**src/rtl/fuel_pump_guard.sv**
```systemverilog
// Anti-theft fuel pump interlock: fuel only after the brake is pressed with the secret switch code.
// Latency: Moore outputs, one clock from the qualifying input to fuel_pump/alarm/state.
// Backpressure: none; inputs are sampled every cycle and LOCKOUT ignores all driver inputs.
module fuel_pump_guard #(
    parameter int              SW_W      = 4,
    parameter logic [SW_W-1:0] SECRET    = 4'hA,
    parameter int              GRACE_CYC = 8,
    parameter int              MAX_TRIES = 3,
    parameter int              LOCK_CYC  = 16
) (
    input  logic            clock,
    input  logic            reset,
    input  logic            ignition,
    input  logic            brake,
    input  logic [SW_W-1:0] hidden_sw,
    output logic            fuel_pump,
    output logic            alarm,
    output logic [2:0]      state,
    output logic [3:0]      fail_count
);

    typedef enum logic [2:0] {
        IDLE    = 3'd0,
        IGN_ON  = 3'd1,
        FUEL_ON = 3'd2,
        GRACE   = 3'd3,
        LOCKOUT = 3'd4
    } state_t;

    // Timer reload values; the shared counter counts down to zero inclusive,
    // so loading N-1 gives exactly N cycles in GRACE or LOCKOUT.
    localparam logic [15:0] GRACE_LD = 16'(GRACE_CYC - 1);
    localparam logic [15:0] LOCK_LD  = 16'(LOCK_CYC - 1);
    localparam logic [3:0]  MAX_T    = 4'(MAX_TRIES);

    state_t      state_q, state_d;
    logic [15:0] timer_q, timer_d;
    logic [3:0]  fail_q, fail_d;
    logic        brake_q, brake_d;

    logic        match;
    logic        brake_rise;
    logic [3:0]  fail_inc;

    assign match      = (hidden_sw == SECRET);
    assign brake_rise = brake & ~brake_q;

    // Next-state, timer and attempt-counter logic; ~ignition always wins in driving states.
    always_comb begin
        state_d  = state_q;
        timer_d  = timer_q;
        fail_d   = fail_q;
        brake_d  = brake;
        fail_inc = (fail_q >= MAX_T) ? MAX_T : fail_q + 4'd1;
        case (state_q)
            IDLE: begin
                if (ignition) begin
                    state_d = IGN_ON;
                end
            end
            IGN_ON: begin
                if (!ignition) begin
                    state_d = IDLE;
                end else if (brake && match) begin
                    state_d = FUEL_ON;
                    fail_d  = 4'd0;
                end else if (brake_rise && !match) begin
                    // Only a fresh brake press counts as an attempt; holding it does not.
                    fail_d = fail_inc;
                    if (fail_inc == MAX_T) begin
                        state_d = LOCKOUT;
                        timer_d = LOCK_LD;
                    end
                end
            end
            FUEL_ON: begin
                if (!ignition) begin
                    state_d = IDLE;
                end else if (!match) begin
                    state_d = GRACE;
                    timer_d = GRACE_LD;
                end
            end
            GRACE: begin
                if (!ignition) begin
                    state_d = IDLE;
                end else if (match) begin
                    state_d = FUEL_ON;
                end else if (timer_q == 16'd0) begin
                    state_d = IDLE;
                end else begin
                    timer_d = timer_q - 16'd1;
                end
            end
            LOCKOUT: begin
                if (timer_q == 16'd0) begin
                    state_d = IDLE;
                    fail_d  = 4'd0;
                end else begin
                    timer_d = timer_q - 16'd1;
                end
            end
            default: begin
                state_d = IDLE;
            end
        endcase
    end

    // State, timer, attempt counter and brake history registers.
    always_ff @(posedge clock or posedge reset) begin
        if (reset) begin
            state_q <= IDLE;
            timer_q <= 16'd0;
            fail_q  <= 4'd0;
            brake_q <= 1'b0;
        end else begin
            state_q <= state_d;
            timer_q <= timer_d;
            fail_q  <= fail_d;
            brake_q <= brake_d;
        end
    end

    assign fuel_pump  = (state_q == FUEL_ON) || (state_q == GRACE);
    assign alarm      = (state_q == LOCKOUT);
    assign state      = state_q;
    assign fail_count = fail_q;

endmodule

```
**config.mk**
```make
export PLATFORM = sky130hd
export DESIGN_NAME = fuel_pump_guard
export DESIGN_NICKNAME = d
export VERILOG_FILES = /design/src/rtl/fuel_pump_guard.sv
export SDC_FILE = /design/constraint.sdc
export NUM_CORES = 1
export LEC_CHECK = 0
export CORE_ASPECT_RATIO = 2
export CORE_MARGIN = 1
export CORE_UTILIZATION = 37
export DETAILED_ROUTE_END_ITERATION = 8
export DONT_BUFFER_PORTS = 1
export SETUP_SLACK_MARGIN = 0.4
export SLEW_MARGIN = 20
export SYNTH_ARGS = -nofsm -noshare
export SYNTH_HDL_FRONTEND = slang
export SYNTH_SLANG_ARGS = --single-unit
```
**constraint.sdc**
```tcl
create_clock -name clock -period 2.1 [get_ports clock]
set_input_delay 0.21 -clock clock [delete_from_list [all_inputs] [get_ports clock]]
set_output_delay 0.21 -clock clock [all_outputs]
set_load 0.01 [all_outputs]
```
==> results.tsv, run 1 <==
stage	metric	value	unit
yosys	Synth top area share	0.401	
timing	# setup viols final	0	
flow_run	Max-cap violations	0	
timing	Fin. Hold Viols	0	
die	full die area	4320	um^2
die	Die X	47.0	um
yosys	share of the yosys chip area belonging to registers	0.401	
cts	# clock sinks	24	
yosys	Synth async-reset ratio	1.00	
drt	WL per Instance	18.7	um
hold_path	Worst Hold Class	in -> reg	
die	Rows	32	
pwr	Peak VDD IR	0.000393	V
worst_setup_path	Worst path depth	5	
grt	total track usage	0.218	
die	num ports	17	
drt	Final ANT Viol Nets	0	
cts	Root Driver	clkbuf_8	
timing	slew margin rel.	0.738	
drt	initial DRC count	57	
yosys	Main synth FF type	dfrtp_1	
yosys	Synth Cell Area	1500	um^2
worst_setup_path	Crit-path slowest cell	or4_4	
timing	Final Skew	0.00300	ns
drt	WL met3	193	um
yosys	syn avg cell area	9.18	um^2
worst_setup_path	Top delay family on crit path	simple AND/OR/NAND/NOR gates	
grt	vias in the first global route	1459	
yosys	Synth area leaders	dfrtp_1 40%, a21oi_1 4.7%, o21ai_0 4.7%	
grt	first-pass GRT wire length	6670	um
yosys	most common cell in the netlist	dfrtp_1	
timing	fin crit share	0.957	
worst_setup_path	Buf+Inv Stages, Crit Path	1	
timing	FMAX	0.497	GHz
yosys	Syn Inst Count	163	
finish	Final Util	0.531	
die	Core Box Area	3840	um^2
place	Post-DP Area	1700	um^2
cts	htree depth	1	
drt	1st-pass router iterations	6	
cts	Clk Latency, worst-skew pair	0.27	ns
finish	share of post-route cells with drive strength above 1	0.409	
drt	DR vias	1504	
worst_setup_path	R2R depth	5	
drt	drt drc	0	
timing	RSZ-0062 raised after global routing	yes	
yosys	Netlist cell types	48	
yosys	flops & latches, synth	24	
worst_setup_path	Startpoint Class	flip-flop	
worst_setup_path	CP Max Fanout	5	
yosys	commonest cells in the netlist	24 x dfrtp_1, 14 x a21oi_1, 14 x o21ai_0	
drt	met2 wire len	2580	um
pwr	power per standard cell area	865	nW/um^2
status	status	finished, final reports clean	
die	Initial Utilization	0.389	
cts	Reg clk slew, reported paths	0.09	ns
yosys	Yosys warning total	0	
die	die height	91.9	um
place	hpwl dp	3090	um
timing	Slew Viols, Final	0	
place	Port Buffers	0	
timing	fin crit period	2.01	ns
worst_setup_path	Crit Path Class	reg -> reg	
yosys	Syn Nets	174	
yosys	area leader, netlist	dfrtp_1	
grt	largest net degree at the start of global routing	25	
worst_setup_path	CP max stage delay	0.55	ns
cts	TritonCTS Buffers	3	
worst_setup_path	critical path, cell by cell	or4_4, buf_6, nor4_4, a211oi_2, mux2_4	
timing	worst slew pin tran	0.390	ns
drt	vias per inst	6.16	
hold_path	Hold Path Depth	1	
drt	uppermost layer routed	met4	
drt	WL final	4570	um
yosys	number of flops mapped to enable cells by yosys	0	
finish	fill count	354	
worst_setup_path	Worst EP required	2.26	ns
drt	DRT met1 WL	1550	um
worst_setup_path	CP endpoint kind	flip-flop	
finish	antenna diode count	0	
place	Final Wtd Congestion	0.810	
pwr	Leak	0.886	nW
grt	initial antenna violation count	0	
finish	synth-to-layout area growth	36.3	%
finish	post-route cell area	2040	um^2
grt	global route overflow	0	
finish	Layout Nets	205	
cts	CTS tree	yes	
cts	CTS max path bufs	2	
worst_setup_path	Worst Path Arrival	2.17	ns
-- per-layer routing --
metal	track usage	vias up
li1	-	679
met1	0.210	730
met2	0.398	68
met3	0.0217	27
met4	0.131	0
met5	0	-
-- worst reg2reg max path: stages (launching register included) --
cell	delay, ns
dfrtp_1	0.39
or4_4	0.55
buf_6	0.15
nor4_4	0.37
a211oi_2	0.15
mux2_4	0.29
-- cell usage in the layout, fill, tap and decap left out, types with 3 or more instances in the layout --
cell type | netlist | routed
nand2b_1 | 5 | 3
nand2_1 | 6 | 6
o21ai_0 | 14 | 10
a21o_1 | 3 | 3
a31oi_1 | 10 | 9
a211oi_2 | 0 | 3
nand2b_4 | 1 | 3
buf_4 | 1 | 30
o31ai_1 | 3 | 3
o21ai_1 | 0 | 3
inv_1 | 5 | 3
dfrtp_2 | 0 | 3
buf_6 | 0 | 3
and2_1 | 4 | 4
a21oi_1 | 14 | 12
nand3_1 | 3 | 3
clkbuf_8 | 2 | 4
nor2_1 | 9 | 7
dfrtp_1 | 24 | 21
nor3_1 | 8 | 6
-- state kept, by name, indices dropped and copies added, names as in the netlist --
signal      flops
fail_count      4
state           3
timer_q        16
brake_q         1
-- stage by stage --
step	hold slack [ns]	setup TNS (ns)	instances	total power [mW]	worst slack (ns)
floorplan	0.225	0	163	1.01	0.00284
global placement	0.165	-0.0105	228	1.19	-0.00531
detailed placement	0.172	-0.166	228	1.21	-0.0530
CTS	0.0524	0	241	1.71	0.0738
global route	0.0454	0	244	1.88	0.0485
finish	0.0494	0	244	1.77	0.0894
-- layout make-up --
cell class | count | area [um^2] | share of cell area
clock buffers | 4 | 55.1 | 0.0270
inverters | 5 | 18.8 | 0.00920
multi-input cells | 125 | 1020 | 0.499
flip-flops and latches | 24 | 604 | 0.296
well taps | 51 | 63.8 | 0.0313
repair buffers | 35 | 279 | 0.137
-- logic make-up (layout without fill, tap and decap cells) --
group | Yosys count | count (layout) | share of synthesized area
AOI/OAI and AO/OA | 63 | 63 | 0.278
adders and majority gates | 3 | 3 | 0.0251
buffers and inverters | 14 | 44 | 0.0518
DFF | 24 | 24 | 0.401
muxes | 2 | 2 | 0.0142
and+or+nand+nor | 57 | 57 | 0.229
-- repair_timing --
action	4_1_cts	5_1_grt
gates resized for setup	38	9
endpoints found under the setup margin	23	24
pin swaps	18	7
cloned	1	0
hold buffers	2	0
buffers inserted	6	3
hold endpoints to repair	25	0
-- path summary, 6_finish.rpt --
kind,from,end,slack [ns]
hold reg to reg,timer_q[11],timer_q[11],0.56
min in group asynchronous,reset,state[0],0.43
setup / recovery,timer_q[6],timer_q[4],0.09
hold / removal,brake,state[0],0.05
max in group asynchronous,reset,fail_count[0],1.40
setup reg to reg,timer_q[6],timer_q[4],0.09
-- power by group --
group          leakage (nW)  switching (mW)  internal (mW)
Sequential            0.306           0.105          0.543
Clock                0.0288           0.152          0.168
Combinational         0.551           0.405          0.392
No activity file was read; power rests on OpenSTA's default activity.
==> run 2, diff against run 1 <==
- CORE_UTILIZATION: 37 -> 50
- PLACE_DENSITY: unset -> 0.68
==> run 2 against run 1 <==
Compared with the run above:
- clock-buffer cell count down 1
- sequential cell count unchanged
- fmax decreased by 1.7%
- combinational power is 27% higher
- critical endpoint is now timer_q[15]
- via count rose by 7.8%
- hold slack got worse by 0.011 ns
- highest routed layer unchanged
- cell count is 5.3% lower
- setup slack got worse by 0.035 ns
- clock skew about the same
- power rose by 18%
==> results.tsv, run 2 (synthesis gave the netlist of run 1 again) <==
stage	metric	value	unit	change
worst_setup_path	Worst EP required	2.28	ns	+0.02 ns
drt	WL per Instance	22.2	um	+18%
finish	Reg with most FFs	timer_q		
drt	1st-pass router iterations	4		-2
cts	# clock sinks	24		unchanged
drt	drt drc	0		unchanged
drt	vias per inst	7.02		+14%
finish	share of post-route cells with drive strength above 1	0.475		+0.0659
finish	Final Util	0.783		+0.253
worst_setup_path	CP max stage delay	0.57	ns	+0.02 ns
cts	Clk Latency, worst-skew pair	0.27	ns	about the same
finish	Layout Nets	214		+4.4%
drt	WL met3	267	um	+38%
grt	total track usage	0.310		+0.0928
die	Rows	27		-16%
timing	fin crit period	2.05	ns	+0.0346 ns
timing	worst slew pin tran	0.505	ns	+0.114 ns
grt	global route overflow	0		unchanged
grt	initial antenna violation count	0		unchanged
die	Core Box Area	2800	um^2	-27%
timing	RSZ-0062 raised after global routing	yes		
finish	post-route cell area	2200	um^2	+7.7%
place	Post-DP Area	1650	um^2	-2.5%
finish	most frequent cells in the layout	31 x buf_4, 22 x dfrtp_1, 9 x a21oi_1, 9 x buf_6, 8 x a31oi_1		
worst_setup_path	Crit Path Class	reg -> reg		
status	status	finished, final reports clean		
drt	uppermost layer routed	met4		
grt	first-pass GRT wire length	6960	um	+4.5%
cts	Root Driver	clkbuf_8		
cts	CTS tree	yes		
drt	WL final	5120	um	+12%
timing	setup TNS	0	ns	unchanged
grt	vias in the first global route	1624		+11%
hold_path	Worst Hold Class	in -> reg		
drt	initial DRC count	136		+140%
finish	synth-to-layout area growth	46.7	%	
pwr	Peak VDD IR	0.000673	V	+71%
drt	DRT met1 WL	1680	um	+8.3%
finish	Non-Filler Instances	231		-5.3%
die	num ports	17		unchanged
place	Cells after DPL	204		-11%
finish	fill count	165		-53%
finish	max reg flops	16		unchanged
worst_setup_path	CP Max Fanout	2		-3
flow_run	Max-cap violations	0		unchanged
die	Initial Utilization	0.534		+0.144
finish	antenna diode count	0		unchanged
worst_setup_path	CP endpoint kind	flip-flop		
die	full die area	3230	um^2	-25%
place	Final Wtd Congestion	0.967		+19%
timing	Fin. Hold Viols	0		unchanged
drt	Final ANT Viol Nets	0		unchanged
cts	Reg clk slew, reported paths	0.09	ns	about the same
timing	Final Skew	0.00257	ns	-0.000428 ns
die	Die X	40.7	um	-13%
timing	WHS	0.0383	ns	-0.0111 ns
place	pre-CTS WS	-0.0375	ns	+0.0154 ns
timing	Slew Viols, Final	0		unchanged
cts	CTS max path bufs	2		unchanged
finish	commonest non-fill, non-tap cell in the layout	buf_4		
pwr	total power	2.08	mW	+18%
pwr	Leak	0.950	nW	+7.2%
cts	TritonCTS Buffers	3		unchanged
timing	fin crit share	0.974		+0.0165
timing	final setup margin	0.0548	ns	-0.0346 ns
drt	DR vias	1622		+7.8%
place	Port Buffers	0		unchanged
worst_setup_path	critical path, cell by cell	or4_4, or3_4, a211o_1, nand2b_4, o41ai_2		
die	die height	79.4	um	-14%
timing	FMAX	0.489	GHz	-1.7%
grt	largest net degree at the start of global routing	25		unchanged
place	hpwl dp	2830	um	-8.5%
drt	met2 wire len	2870	um	+11%
timing	slew margin rel.	0.662		-0.0765
timing	# setup viols final	0		unchanged
worst_setup_path	Worst Path Arrival	2.22	ns	+0.05 ns
pwr	power per standard cell area	945	nW/um^2	+9.2%
worst_setup_path	Startpoint Class	flip-flop		
worst_setup_path	Crit-path slowest cell	or4_4		
cts	htree depth	1		unchanged
[run 2: changes by cell type in the layout (fill, tap and decap cells not counted), sizes merged]
cell and change:
clkbuf -1, buf +9, bufinv +1
[run 2: area by class of cell]
| class | instances | area [um^2] | area share |
|---|---|---|---|
| Clock inverter | 1 | 30.0 | 0.0137 |
| Tap cell | 29 | 36.3 | 0.0165 |
| Multi-Input combinational cell | 125 | 1090 | 0.497 |
| Sequential cell | 24 | 603 | 0.275 |
| Inverter | 5 | 18.8 | 0.00855 |
| Timing Repair Buffer | 44 | 374 | 0.170 |
| Clock buffer | 3 | 41.3 | 0.0188 |
[run 2: worst paths after layout]
path	slack, ns	cells past startpoint	to	startpoint
worst max-delay path	0.05	5	timer_q[15]	timer_q[6]
worst min-delay path	0.04	1	state[0]	brake
worst max register to register	0.05	5	timer_q[15]	timer_q[6]
worst min register to register	0.55	1	timer_q[11]	timer_q[11]
max in group asynchronous	1.40	3	state[1]	reset
min in group asynchronous	0.42	3	fail_count[2]	reset
[run 2: report_power, final]
part           internal, mW  switching (mW)  total, mW
combinational         0.502           0.506       1.01
sequential            0.542           0.115      0.656
clock                 0.255           0.156      0.411
[run 2: routing by layer]
layer / vias up / track usage
met5: - / 0
met4: 0 / 0.227
met3: 39 / 0.0531
met2: 82 / 0.541
met1: 797 / 0.284
li1: 704 / -
[run 2: critical path: cells and delay by family (launching register included)]
family             cells  cell delay (ns)
and+or+nand+nor        3             1.09
AOI/OAI and AO/OA      2             0.46
DFF                    1             0.40
[run 2: what timing repair did]
item,in CTS,in global routing
setup endpoints to repair,23,23
hold endpoints to repair,25,0
buffers inserted,14,6
pin swaps,21,22
hold buffers,2,0
gates cloned,1,0
resized for setup,50,22
